[config.mk]
export PLATFORM = sky130hd
export DESIGN_NAME = rs485_rx_deframer
export DESIGN_NICKNAME = d
export VERILOG_FILES = /design/src/rtl/rs485_rx_deframer.sv
export SDC_FILE = /design/constraint.sdc
export NUM_CORES = 1
export LEC_CHECK = 0
export CAP_MARGIN = 40
export CORE_MARGIN = 4
export CORE_UTILIZATION = 50
export CTS_CLUSTER_SIZE = 12
export DETAILED_ROUTE_END_ITERATION = 6
export GPL_TIMING_DRIVEN = 0
export PLACE_DENSITY = 0.66
export SLEW_MARGIN = 15
export SYNTH_ARGS = -nofsm -noshare
export SYNTH_HDL_FRONTEND = slang
export SYNTH_SLANG_ARGS = --single-unit
export TNS_END_PERCENT = 5
[constraint.sdc]
create_clock -name clk_sys -period 9 [get_ports clk_sys]
set_input_delay 1.8 -clock clk_sys [delete_from_list [all_inputs] [get_ports clk_sys]]
set_output_delay 1.8 -clock clk_sys [all_outputs]
set_load 0.02 [all_outputs]
[src/rtl/rs485_rx_deframer.sv]
// RS-485 return-line receiver: UART byte recovery, packet parse, commit FIFO.
// Optional inter-byte timeout (code 5) built when RS485_RX_TIMEOUT_EN is set.
module rs485_rx_deframer #(
  parameter int         BIT_DIV  = 100,
  parameter int         FIFO_AW  = 6,
  parameter int         MAX_LEN  = 32,
  parameter logic [7:0] HDR_BYTE = 8'hA5
) (
  input  logic               clk_sys,
  input  logic               rst_n,
  input  logic               rx_a,
  input  logic               cfg_en,
  output logic [7:0]         dout,
  output logic               dout_eop,
  output logic               dout_vld,
  input  logic               dout_rdy,
  output logic               pkt_ok,
  output logic               pkt_err,
  output logic [2:0]         err_code,
  output logic [FIFO_AW:0]   fifo_cnt
);

  localparam int PW    = FIFO_AW + 1;
  localparam int DEPTH = 1 << FIFO_AW;
  localparam int CW    = $clog2(BIT_DIV);
  localparam logic [CW-1:0] DIV_M1  = CW'(BIT_DIV - 1);
  localparam logic [CW-1:0] HALF_M1 = CW'(BIT_DIV / 2 - 1);

  typedef enum logic [1:0] {IDLE, START, DATA, STOP} bit_st_e;
  typedef enum logic [1:0] {S_HEAD, S_LEN, S_DATA, S_SUM} pkt_st_e;

  logic rx_s1_q, rx_s2_q, rx_p_q;
  logic fall;

  always_ff @(posedge clk_sys or negedge rst_n) begin
    if (!rst_n) begin
      rx_s1_q <= 1'b1;
      rx_s2_q <= 1'b1;
      rx_p_q  <= 1'b1;
    end else begin
      rx_s1_q <= rx_a;
      rx_s2_q <= rx_s1_q;
      rx_p_q  <= rx_s2_q;
    end
  end

  assign fall = rx_p_q & ~rx_s2_q;

  bit_st_e       bst_q, bst_d;
  logic [CW-1:0] bcnt_q, bcnt_d;
  logic [2:0]    bidx_q, bidx_d;
  logic [7:0]    shr_q, shr_d;
  logic          byte_vld_q, byte_vld_d;
  logic          ferr;
  logic          tick;

  always_comb begin
    bst_d      = bst_q;
    bcnt_d     = bcnt_q;
    bidx_d     = bidx_q;
    shr_d      = shr_q;
    byte_vld_d = 1'b0;
    ferr       = 1'b0;
    tick       = (bcnt_q == '0);
    if (!cfg_en) begin
      bst_d = IDLE;
    end else begin
      unique case (bst_q)
        IDLE: begin
          if (fall) begin
            bst_d  = START;
            bcnt_d = HALF_M1;
          end
        end
        START: begin
          if (!tick) begin
            bcnt_d = bcnt_q - 1'b1;
          end else if (rx_s2_q) begin
            bst_d = IDLE;
          end else begin
            bst_d  = DATA;
            bcnt_d = DIV_M1;
            bidx_d = 3'd0;
          end
        end
        DATA: begin
          if (!tick) begin
            bcnt_d = bcnt_q - 1'b1;
          end else begin
            shr_d  = {rx_s2_q, shr_q[7:1]};
            bcnt_d = DIV_M1;
            bidx_d = bidx_q + 3'd1;
            if (bidx_q == 3'd7) bst_d = STOP;
          end
        end
        STOP: begin
          if (!tick) begin
            bcnt_d = bcnt_q - 1'b1;
          end else begin
            bst_d      = IDLE;
            byte_vld_d = rx_s2_q;
            ferr       = ~rx_s2_q;
          end
        end
      endcase
    end
  end

  always_ff @(posedge clk_sys or negedge rst_n) begin
    if (!rst_n) begin
      bst_q      <= IDLE;
      bcnt_q     <= '0;
      bidx_q     <= '0;
      shr_q      <= '0;
      byte_vld_q <= 1'b0;
    end else begin
      bst_q      <= bst_d;
      bcnt_q     <= bcnt_d;
      bidx_q     <= bidx_d;
      shr_q      <= shr_d;
      byte_vld_q <= byte_vld_d;
    end
  end

  pkt_st_e       pst_q, pst_d;
  logic [7:0]    lcnt_q, lcnt_d;
  logic [7:0]    sum_q, sum_d;
  logic [PW-1:0] wr_tmp_q, wr_tmp_d;
  logic [PW-1:0] wr_cmt_q, wr_cmt_d;
  logic [PW-1:0] pub_q;
  logic [PW-1:0] rd_ptr_q, rd_ptr_d;
  logic          pkt_ok_q, pkt_ok_d;
  logic          pkt_err_q, pkt_err_d;
  logic [2:0]    err_code_q, err_code_d;
  logic          we;
  logic [8:0]    wdata;
  logic [PW-1:0] used;
  logic          full;
  logic          to_hit;

`ifdef RS485_RX_TIMEOUT_EN
  localparam int TW = $clog2(16 * BIT_DIV);
  localparam logic [TW-1:0] TO_HIT = TW'(16 * BIT_DIV - 2);
  logic [TW-1:0] to_cnt_q, to_cnt_d;
  logic          to_run;

  always_comb begin
    to_run   = cfg_en && (pst_q != S_HEAD) && !byte_vld_q;
    to_cnt_d = to_run ? to_cnt_q + 1'b1 : '0;
    to_hit   = to_run && (to_cnt_q == TO_HIT);
  end

  always_ff @(posedge clk_sys or negedge rst_n) begin
    if (!rst_n) to_cnt_q <= '0;
    else        to_cnt_q <= to_cnt_d;
  end
`else
  assign to_hit = 1'b0;
`endif

  always_comb begin
    pst_d      = pst_q;
    lcnt_d     = lcnt_q;
    sum_d      = sum_q;
    wr_tmp_d   = wr_tmp_q;
    wr_cmt_d   = wr_cmt_q;
    pkt_ok_d   = 1'b0;
    pkt_err_d  = 1'b0;
    err_code_d = err_code_q;
    we         = 1'b0;
    wdata      = {lcnt_q == 8'd1, shr_q};
    used       = wr_tmp_q - rd_ptr_q;
    full       = (used == PW'(DEPTH));
    if (!cfg_en) begin
      pst_d    = S_HEAD;
      wr_tmp_d = wr_cmt_q;
    end else if (ferr || to_hit) begin
      pkt_err_d  = 1'b1;
      err_code_d = ferr ? 3'd1 : 3'd5;
      pst_d      = S_HEAD;
      wr_tmp_d   = wr_cmt_q;
    end else if (byte_vld_q) begin
      unique case (pst_q)
        S_HEAD: begin
          if (shr_q == HDR_BYTE) pst_d = S_LEN;
        end
        S_LEN: begin
          if (shr_q == 8'd0 || shr_q > 8'(MAX_LEN)) begin
            pkt_err_d  = 1'b1;
            err_code_d = 3'd2;
            pst_d      = S_HEAD;
          end else begin
            sum_d  = shr_q;
            lcnt_d = shr_q;
            pst_d  = S_DATA;
          end
        end
        S_DATA: begin
          if (full) begin
            pkt_err_d  = 1'b1;
            err_code_d = 3'd4;
            pst_d      = S_HEAD;
            wr_tmp_d   = wr_cmt_q;
          end else begin
            we       = 1'b1;
            sum_d    = sum_q + shr_q;
            wr_tmp_d = wr_tmp_q + 1'b1;
            lcnt_d   = lcnt_q - 8'd1;
            if (lcnt_q == 8'd1) pst_d = S_SUM;
          end
        end
        S_SUM: begin
          pst_d = S_HEAD;
          if (shr_q == sum_q) begin
            wr_cmt_d = wr_tmp_q;
            pkt_ok_d = 1'b1;
          end else begin
            pkt_err_d  = 1'b1;
            err_code_d = 3'd3;
            wr_tmp_d   = wr_cmt_q;
          end
        end
      endcase
    end
  end

  assign dout_vld = (rd_ptr_q != pub_q);
  assign rd_ptr_d = rd_ptr_q + PW'(dout_vld & dout_rdy);

  always_ff @(posedge clk_sys or negedge rst_n) begin
    if (!rst_n) begin
      pst_q      <= S_HEAD;
      lcnt_q     <= '0;
      sum_q      <= '0;
      wr_tmp_q   <= '0;
      wr_cmt_q   <= '0;
      pub_q      <= '0;
      rd_ptr_q   <= '0;
      pkt_ok_q   <= 1'b0;
      pkt_err_q  <= 1'b0;
      err_code_q <= '0;
    end else begin
      pst_q      <= pst_d;
      lcnt_q     <= lcnt_d;
      sum_q      <= sum_d;
      wr_tmp_q   <= wr_tmp_d;
      wr_cmt_q   <= wr_cmt_d;
      pub_q      <= wr_cmt_q;
      rd_ptr_q   <= rd_ptr_d;
      pkt_ok_q   <= pkt_ok_d;
      pkt_err_q  <= pkt_err_d;
      err_code_q <= err_code_d;
    end
  end

  // Payload store; the published pointer lags commit so data shows after pkt_ok.
  logic [8:0] mem_q [DEPTH];
  logic [8:0] rdata;

  always_ff @(posedge clk_sys) begin
    if (we) mem_q[wr_tmp_q[FIFO_AW-1:0]] <= wdata;
  end

  assign rdata    = mem_q[rd_ptr_q[FIFO_AW-1:0]];
  assign dout     = dout_vld ? rdata[7:0] : 8'h00;
  assign dout_eop = dout_vld & rdata[8];
  assign pkt_ok   = pkt_ok_q;
  assign pkt_err  = pkt_err_q;
  assign err_code = err_code_q;
  assign fifo_cnt = pub_q - rd_ptr_q;

endmodule

==> impl_results.md <==
- Final design utilization: 58.6%
- Maximum level of the CTS H-tree: 3
- Area growth from synthesis to layout: 15.3%
- Sort of element at the end of the critical path: output port
- Later-pin clock latency in the skew report: about 600 ps
- Top_reg_cell synth: edfxtp_1
- Post-synthesis share of cell area spent on full adders, half adders and majority gates: roughly 1.6%
- Cell type with the largest total area after synthesis: edfxtp_1
- Highest Signal Layer: met4
- Fraction of registers with async set/reset: between 10% and 20%
- Area of the core: 0.0529 mm2
- Yosys cell types: slightly below 70
- Dpl hpwl: 44800 um
- Global-route wire length before repair: between 90000 and 100000 um
- Synthesized flop and latch total: 651
- Proportion of power drawn by combinational gates: 22.7%
- Final period demand of the worst path: 6930 ps
- Cell leakage power: between 0.01 and 0.015 uW
- Die area: between 0.05 and 0.06 mm2
- Sequential cell area fraction in the yosys report: a little under three quarters
- CTS tree: yes
- Effective utilization at floorplan: about 51%
- Horiz. Die Dim: roughly 240 um
- CTS Buf Count: about 70
- Worst reg-to-reg setup slack: between 4000 and 5000 ps
- Gate count after technology mapping: around 1.5k
- Number of setup violations in the final report: 0
- Number of global-route vias before repair: about 15k
- Met1 routed wirelength after detailed routing: 26100 um
- Synthesized-area fraction occupied by xor and xnor cells: less than 1%
- Initial antenna violation count: 0
- Critical-path cell with the highest stage delay: clkdlybuf4s50_1
- Combinational family with the most area after synthesis: multiplexers
- Antenna cell count: 0
- Number of fill cells: between 3k and 4k
- Area share of the leading cell type in the synthesized netlist: between 60 and 70%
- Height of the die: 240 um
- Total Wirelength: ~67000 um
- Share of the clock period used by the worst path: 77.1%
- Clock transition at path regs: ~70 ps
- Vias after detailed routing: ~15k
- Worst reg2reg endpoint: mem_q[51][7]
- Gates resized, CTS repair: 0
- Required time at the endpoint of the critical path: between 7000 and 8000 ps
- Io pins: 27
- Number of nets in the finished design: between 1.5k and 2k
- Worst min-delay path category: register to register
- Syn avg cell area: 18.3 um2
- Layout cell share with drive strength beyond 1: a little over a quarter
- Mapped cell area: 0.0268 mm2
- Top cells by instance count after synthesis: edfxtp_1, mux4_2, dfrtp_1
- Number of rows in the core area: 84
- Number of DRC violations after detailed routing: 0
- Critical path launch point type: register
- Max Cap Violations: 0
- Worst path top cell family by delay: buffers and inverters
- Run status: complete, no violations
- Synthesized-area fraction occupied by ao, oa, aoi and oai cells: between 4 and 5%
- Depth of the most critical reg-to-reg path: 13
- Buffers plus inverters on the worst setup path: 6
- Synth warn: 0
- Worst path max stage delay: roughly 730 ps
- Number of sinks handled by clock tree synthesis: around 650
- Global router's overall resource usage: a little under a quarter
- Normalized max-slew margin: ~40%
- Global placer's final weighted congestion: 0.866
- Number of enable flip-flop cells after synthesis: ~580
- RR Startpoint: rd_ptr_q[1]
- Internal Pwr Total: 5450 uW
- Initial drt markers: between 1.5k and 2k
- Slew Limit Fails: 0
- Crit-path most repeated cell: buf_2
- Clk network pwr share: between 30% and 40%
- Transition at the pin with the smallest max-transition slack: 901 ps
- Syn nets: roughly 1.5k
- Area of all sequential standard cells: about 0.019 mm2
- Area fraction in and, or, nand and nor cells after synthesis: about 4.7%
- Fin Clk Skew: 19.4 ps
- Area of combinational cells with multiple inputs: about 0.0074 mm2
- RSZ-0062 raised after global routing: false
- CTS Root Buffer Type: clkbuf_16
- Count of antenna-violating nets left after detailed routing: 0
- Setup Crit Path Kind: register to output port
- Hold_buf cts: 0
- Arrival time reported for the critical path endpoint: 5130 ps
- Startpoint of the tightest hold check path: rx_s1_q
- Total met2 wirelength after detailed routing: around 32000 um
- Pwr per Cell Area: 249 mW/mm2
- Fraction of synthesized area in multiplexers: 15.0%
- Pin count of the biggest net entering global routing: 73
- Highest Clock Rate: around 0.14 GHz
- Dominant cell by count in the synthesized netlist: edfxtp_1
- I/O Buffers: 25
- Destination of the worst hold path: rx_s2_q
- Hold path depth: 0
- Setup tns final: 0 ps
- Total length of routed met3 wires: between 5000 and 6000 um
- Sequential Power Share: a little over two fifths
- Largest fanout of any net on the critical path: 11
- Maximum vdd drop: 168 uV
- Deepest clock path buffer count: 3
- Top cells by area, synth: edfxtp_1, mux4_2, dfrtp_1
- Final global-route overflow total: 0
- Average routed wire per standard cell: approximately 28 um
- Post-CTS Setup Inserts: 0
- Switching portion of total power: ~29%
- Switching power: 2270 uW
- Cell Chain, Critical Path: clkbuf_1 > buf_2 > inv_1 > buf_2 > ha_1 > nand2_1 > nor3_1 > buf_2 > or2_2 > a311oi_1 > a21oi_1 > o21ai_0 > clkdlybuf4s50_1
- Number of iterations in the first detailed-routing pass: 6
- Final number of hold-violating endpoints: 0
- Via-to-Cell Ratio: about 6.4
[area by class of cell]
| class | count | area share (%) |
|---|---|---|
| Sequential cell | 651 | 62.0 |
| Multi-Input combinational cell | 706 | 24.0 |
| Clock buffer | 102 | 6.35 |
| Timing Repair Buffer | 91 | 2.92 |
| Tap cell | 688 | 2.78 |
| Buffer | 75 | 1.14 |
| Inverter | 32 | 0.388 |
| Clock inverter | 13 | 0.384 |
[layout by cell type (no fill, tap or decap), types with 6 or more instances in the layout]
master / Yosys / layout
edfxtp_1: 576 / 576
o221ai_1: 10 / 10
o21ai_0: 58 / 58
nand2_1: 53 / 53
ha_1: 32 / 32
nor3_1: 64 / 16
clkbuf_1: 37 / 62
nand3_1: 23 / 23
clkinv_1: 2 / 6
xnor2_1: 15 / 15
mux4_2: 156 / 156
inv_1: 29 / 29
buf_2: 22 / 23
dfrtp_1: 72 / 64
nor2_1: 49 / 49
buf_6: 3 / 22
nor2_2: 15 / 15
mux2i_1: 32 / 32
clkdlybuf4s50_1: 0 / 24
buf_1: 7 / 7
a22oi_1: 13 / 13
a32o_1: 6 / 6
mux2_2: 16 / 16
xor2_1: 9 / 9
or3_1: 8 / 8
nand3b_1: 8 / 8
a21oi_1: 33 / 33
buf_4: 6 / 46
nor3_2: 0 / 48
nor2b_1: 7 / 7
a32oi_1: 7 / 7
clkbuf_16: 0 / 72
[power by group through the flow]
stage          Sequential, uW  Clock [uW]  Combinational [uW]
2_1_floorplan            3350           0                1070
3_3_place_gp             3370           0                1690
3_5_place_dp             3360           0                1740
4_1_cts                  3300        2700                1740
5_1_grt                  3300        2840                1850
6_report                 3300        2660                1760
[worst reg2reg max path, stage by stage, from the launching register on]
cell,delay [ps]
dfrtp_1,500
clkbuf_1,290
buf_2,410
inv_1,230
buf_2,330
ha_1,370
nor2b_1,150
a2111oi_0,440
o2111ai_1,230
buf_6,190
o21bai_4,290
clkbuf_1,720
nor3_2,210
buf_4,250
[metal layers]
metal  up-vias  GRT usage [%]
li1       6275              -
met1      7772           32.6
met2       794           37.6
met3       170           5.42
met4         0           8.46
met5         -              0
[logic make-up after synthesis]
family | after synthesis
and+or+nand+nor | 257
adders and majority gates | 34
muxes | 204
DFF | 651
buffers and inverters | 107
xor gates and xnor gates | 24
AOI/OAI and AO/OA | 187
[sequential cells by signal (all words and copies together) (netlist names), 2 cells and up]
| signal | flops |
|---|---|
| wr_cmt_q | 7 |
| err_code | 3 |
| rd_ptr_q | 7 |
| sum_q | 8 |
| lcnt_q | 8 |
| bst_q | 2 |
| pub_q | 7 |
| shr_q | 8 |
| wr_tmp_q | 7 |
| pst_q | 2 |
| mem_q | 576 |
| bcnt_q | 7 |
| bidx_q | 3 |
[through the flow]
step           total power (uW)  setup slack (ps)  hold WS, ps  instance area (um2)  std cells
2_1_floorplan              4420              4490          345                26800       1464
3_3_place_gp               5050              2670          347                28000       2177
3_5_place_dp               5100              2840          347                28800       2237
4_1_cts                    7740              2180          355                30900       2352
5_1_grt                    7990              1800          365                31000       2358
6_report                   7720              2070          354                31000       2358
[worst max-delay path by stage]
stage | start | to | slack [ps] | depth (start not counted)
floorplan | rd_ptr_q[2] | dout[3] | 4490 | 10
global placement | rd_ptr_q[2] | dout[1] | 2670 | 11
detailed placement | rd_ptr_q[1] | dout[3] | 2840 | 13
CTS | rd_ptr_q[1] | dout[3] | 2180 | 13
global route | rd_ptr_q[1] | dout[0] | 1800 | 13
finish | rd_ptr_q[1] | dout[3] | 2070 | 13
No activity file was read; power rests on OpenSTA's default activity.
